### src/rtl/sha1_msg_padder.sv
// SHA-1 message front-end: turns a byte-aligned word stream into padded 512-bit blocks
// (data, 0x80, zero fill, 64-bit big-endian bit length) as 16-word output streams.
module sha1_msg_padder #(
    parameter int BCNT_W = 32
) (
    input  logic        clk,
    input  logic        rst,
    input  logic [31:0] data_i,
    input  logic        valid_i,
    input  logic        last_i,
    input  logic [2:0]  last_bytes_i,
    output logic        ready_o,
    output logic [31:0] word_o,
    output logic        word_valid_o,
    input  logic        word_ready_i,
    output logic        block_last_o,
    output logic        msg_last_o,
    output logic        busy_o
);

    localparam logic [1:0] S_PASS   = 2'd0;
    localparam logic [1:0] S_PAD    = 2'd1;
    localparam logic [1:0] S_LEN_HI = 2'd2;
    localparam logic [1:0] S_LEN_LO = 2'd3;

    logic [1:0]        state;
    logic [3:0]        widx;
    logic [3:0]        widx_nxt;
    logic [BCNT_W-1:0] bcnt;
    logic [BCNT_W-1:0] bcnt_inc;
    logic              pad_pend;
    logic              lo_loaded;
    logic              run;
    logic              out_free;
    logic              accept;
    logic              load;
    logic [31:0]       pad_word;
    logic [31:0]       ld_word;
    logic [63:0]       len_bits;

    // run keeps ready_o low while reset is asserted so every output reads 0.
    assign out_free = !word_valid_o || word_ready_i;
    assign ready_o  = run && (state == S_PASS) && out_free;
    assign accept   = valid_i && ready_o;
    assign widx_nxt = widx + 4'd1;
    assign len_bits = {{(61-BCNT_W){1'b0}}, bcnt, 3'b000};
    assign bcnt_inc = last_i ? BCNT_W'(last_bytes_i) : BCNT_W'(3'd4);

    always_comb begin
        pad_word = data_i;
        case (last_bytes_i)
            3'd0:    pad_word = 32'h8000_0000;
            3'd1:    pad_word = {data_i[31:24], 24'h80_0000};
            3'd2:    pad_word = {data_i[31:16], 16'h8000};
            3'd3:    pad_word = {data_i[31:8], 8'h80};
            default: pad_word = data_i;
        endcase
    end

    always_comb begin
        load    = 1'b0;
        ld_word = 32'h0;
        case (state)
            S_PASS: begin
                load    = accept;
                ld_word = (last_i && last_bytes_i < 3'd4) ? pad_word : data_i;
            end
            S_PAD: begin
                load    = out_free;
                ld_word = pad_pend ? 32'h8000_0000 : 32'h0;
            end
            S_LEN_HI: begin
                load    = out_free;
                ld_word = len_bits[63:32];
            end
            default: begin
                load    = out_free && !lo_loaded;
                ld_word = len_bits[31:0];
            end
        endcase
    end

    always_ff @(posedge clk or negedge rst) begin
        if (!rst) begin
            state        <= S_PASS;
            widx         <= 4'd0;
            bcnt         <= '0;
            pad_pend     <= 1'b0;
            lo_loaded    <= 1'b0;
            run          <= 1'b0;
            word_o       <= 32'h0;
            word_valid_o <= 1'b0;
            block_last_o <= 1'b0;
            msg_last_o   <= 1'b0;
            busy_o       <= 1'b0;
        end else begin
            run <= 1'b1;
            if (out_free) begin
                word_valid_o <= load;
                word_o       <= load ? ld_word : 32'h0;
                block_last_o <= load && (widx == 4'd15);
                msg_last_o   <= load && (state == S_LEN_LO);
            end
            if (load) widx <= widx_nxt;

            case (state)
                S_PASS: begin
                    if (accept) begin
                        busy_o <= 1'b1;
                        bcnt   <= bcnt + bcnt_inc;
                        if (last_i) begin
                            pad_pend <= (last_bytes_i == 3'd4);
                            // 0x80 already placed and the next slot is 14: length goes right here.
                            state    <= (last_bytes_i != 3'd4 && widx_nxt == 4'd14) ? S_LEN_HI : S_PAD;
                        end
                    end
                end
                S_PAD: begin
                    if (load) begin
                        pad_pend <= 1'b0;
                        if (widx_nxt == 4'd14) state <= S_LEN_HI;
                    end
                end
                S_LEN_HI: begin
                    if (load) state <= S_LEN_LO;
                end
                default: begin
                    if (load) begin
                        lo_loaded <= 1'b1;
                    end else if (lo_loaded && word_valid_o && word_ready_i) begin
                        state     <= S_PASS;
                        lo_loaded <= 1'b0;
                        busy_o    <= 1'b0;
                        bcnt      <= '0;
                        widx      <= 4'd0;
                    end
                end
            endcase
        end
    end

endmodule

### config.mk
export PLATFORM = sky130hd
export DESIGN_NAME = sha1_msg_padder
export DESIGN_NICKNAME = d
export VERILOG_FILES = /design/src/rtl/sha1_msg_padder.sv
export SDC_FILE = /design/constraint.sdc
export NUM_CORES = 1
export LEC_CHECK = 0
export ABC_CLOCK_PERIOD_IN_PS = 2530
export CAP_MARGIN = 20
export CELL_PAD_IN_SITES_DETAIL_PLACEMENT = 1
export CELL_PAD_IN_SITES_GLOBAL_PLACEMENT = 1
export CORE_ASPECT_RATIO = 1.4
export CORE_MARGIN = 5
export CORE_UTILIZATION = 40
export DETAILED_ROUTE_END_ITERATION = 12
export PLACE_DENSITY_LB_ADDON = 0.1
export SYNTH_ARGS = -nofsm -noshare
export SYNTH_HDL_FRONTEND = slang
export SYNTH_SLANG_ARGS = --single-unit
export TNS_END_PERCENT = 20
### constraint.sdc
create_clock -name clk -period 2.53 [get_ports clk]
set_clock_uncertainty 0.1 [all_clocks]
set_input_delay 0.506 -clock clk [delete_from_list [all_inputs] [get_ports clk]]
set_output_delay 0.506 -clock clk [all_outputs]
set_load 0.01 [all_outputs]
==> impl_metrics.toml <==
[final_layout]
finalNonFillerCells = 734
n_antenna_cell = 0
layout-drive-gt1-share_pct = 14.9
syn2layout_area_growth_pct = 38.4
final_nets = 642

[worst_setup_path]
cp_max_fo = 4
start_kind = "primary input"
critPathCaptureType = "flop"
crit_type = "in -> reg"
path_cells = "clkdlybuf4s50_1 > and2_4 > buf_4 > ha_1 > a211oi_2 > nor2_2 > nand4_1 > or4_1 > nand3_1"
worst-r2r-setup-slack_ps = 80
slowest_delay_ps = 460
rr_startpoint = "state[1]"
slowest_stage = "or4_1"
cp_data_required_time_ps = 2700
cp.arrival_ps = 2630
crit_start = "last_bytes_i[1]"

[synth]
synth_seq_area_share_pct = 45.3
synth.distinct_cells = 53
synthMuxAreaShare_pct = 3.09
syn_inst = 476
syn_nets = 527
synth_xor_area_share_pct = 0.206
synth_area_per_cell_sq_um = 8.94
synth-edff-count = 0
synthAdderAreaFrac_pct = 3.41
synth_area_sq_um = 4260
synth_top_family_by_area = "compound AO/OA/AOI/OAI gates"
yosys.area_share.simple_pct = 20.6
async_reset_ff_share_pct = 100
synthFlopType = "dfrtp_1"
yosys_warnings = 0
synth-compound-area-share_pct = 24.0
ys_ff_latch = 77

[routing]
routed_wl_um = 15200
firstDrtPassIters = 4
post-route-drc-count = 0
wl_per_cell_um = 20.7
vias = 4296
drtAntennaViolNets = 0
routed_via_density = 5.85
drt_iter0_markers = 121

[sta]
worst_pin_slew_ps = 587
min_period_ps = 2460
fin_crit_sh_pct = 97.2
fmax_mhz = 407
rsz0062_at_grt = "true"
slew_viol_final = 0
slew_headroom_pct = 60.7
final-hold-violation-count = 0
setup_viol = 0

[clock_network]
hold_buffers = 0
cts_root_buf = "clkbuf_16"
cts_buffer_depth = 2
cts_tree = "built"
path_clk_slew_ps = 60
clock_sinks = 77
post_cts_buffers = 0
clk_latency_ps = 340
htree_num_levels = 3
cts_buffers = 9

[grt]
grt-ovfl-total = 0
grt_pass1_vias = 4695
grt_antenna_before_repair = 0
grtUsageTotal_pct = 24.2
grt_max_degree = 40
grt_first_pass_wirelength_um = 24700

[outcome]
status = "completed"

[pwr]
total_power_mw = 6.12
ir_drop_v = 0.000406
powerDensity_nw_per_um2 = 1040
p_leak_nw = 2.52

[hold_path]
worst_hold_path_type = "in -> async"

[floorplan]
dieWidth_um = 97.2
ios = 77
start_util_pct = 40.9
die_area_sq_um = 12800
rows = 44
die_h_um = 132
core_area_sq_um = 10400

[placement]
gp_congestion = 0.923
io_buffers = 76
place_inst = 718
dp_hpwl_um = 11300

[flow_run]
drv_cap = 0
critical path: cells and delay by family:
kind                     cells  cell delay (ps)
AND/OR/NAND/NOR              5             1130
adder cells (fa/ha/maj)      1              310
buffers and inverters        2              580
AO/OA/AOI/OAI                1              110
cell usage in the layout, fill, tap and decap left out, types with 3 or more instances in the layout:
master,count
nand2_1,79
dfrtp_1,77
clkdlybuf4s50_1,73
buf_4,53
o21ai_0,50
nand3_1,24
a22oi_1,24
nor2_1,19
nand4_1,13
a21oi_1,13
mux2i_1,12
o211ai_1,10
a22o_1,10
or3_1,9
clkbuf_16,9
o31ai_1,8
ha_1,8
inv_1,7
and3_1,7
a21o_1,7
nor3_1,6
and2_1,5
o311ai_0,4
a31oi_1,4
nand2b_1,3
or4_1,3
o311ai_1,3
o22ai_1,3
synthesized netlist by cell type, types with 2 or more instances:
cell        n  share of area [%]
o21ai_0    51                6.0
nand2_1    79                7.0
a21o_1      7                1.2
nand3_1    24                2.8
mux2i_1    12                2.8
or3_1      10                1.5
nor3b_1     2               0.35
o2111ai_1   2               0.41
o31ai_1     8                1.4
nor2_1     20                1.8
buf_2       2               0.24
nor2b_1     3               0.44
o211ai_1   10                1.8
nand4_1    13                1.9
buf_1       4               0.35
a22oi_1    24                4.2
a22o_1     10                2.1
inv_1       9               0.79
and2_1      6               0.88
o22ai_1     3               0.44
ha_1       10                2.9
nand2b_1    4               0.59
nor3_1      6               0.71
clkbuf_1   21                1.9
dfrtp_1    77                 45
and3_1      7                1.0
or4_1       3               0.53
o311ai_1    2               0.41
o311ai_0    6                1.2
a21oi_1    15                1.8
a31oi_1     4               0.59
flip-flops by register name, summed over array words and instances (netlist names):
name	cells
word_o	32
widx	4
block_last_o	1
run	1
pad_pend	1
msg_last_o	1
state	2
word_valid_o	1
lo_loaded	1
bcnt	32
busy_o	1
worst paths after layout:
path	cells past startpoint	end
setup / recovery	9	bcnt[21]
hold / removal	1	word_o[30]
setup reg to reg	7	bcnt[8]
hold reg to reg	2	word_o[30]
max in group asynchronous	2	word_o[8]
min in group clk	2	word_o[30]
cells by family (layout without fill, tap and decap cells):
group                      count (synthesis)  after routing
and+or+nand+nor                          183            183
AOI/OAI and AO/OA                        153            153
DFF                                       77             77
buffers and inverters                     37            157
muxes                                     13             13
adders and majority gates                 11             11
other                                      1              1
xor gates and xnor gates                   1              1
layer usage:
layer,global-route usage [%],wire [um],vias up
li1,-,-,1994
met1,26.2,5680,2169
met2,44.7,8390,97
met3,4.50,416,36
met4,11.8,686,0
met5,0,0,-
where the power goes:
group,total [mW],switching (mW),internal [mW]
Sequential,1.81,0.277,1.54
Clock,1.22,0.549,0.668
Combinational,3.09,1.74,1.35
Total,6.12,2.57,3.55
what timing repair did:
item                                    in CTS  in global routing
resized for setup                            7                 13
pin swaps                                    3                  2
endpoints found under the setup margin      26                 20
final cells by class:
type                       instances  area, sq um
tap                              138          173
inverter                          10         37.5
timing repair buffer             131         1200
sequential                        77         1930
clock inverter                     7         51.3
fill                            1171         4520
clock buffer                       9          225
multi-input combinational        362         2270
per-stage QoR:
step	setup WS, ps	area (sq um)	setup TNS (ps)	utilization [%]	hold WS, ps
2_1_floorplan	80.9	4260	0	-	110
3_3_place_gp	-695	5540	-11600	53.3	359
6_report	70.1	5890	0	56.6	46.5
4_1_cts	0.433	5860	0	56.3	64.2
5_1_grt	-27.6	5890	-103	56.6	82.0
3_5_place_dp	-738	5540	-13570	53.3	369
(Power assumes the default switching activity.)
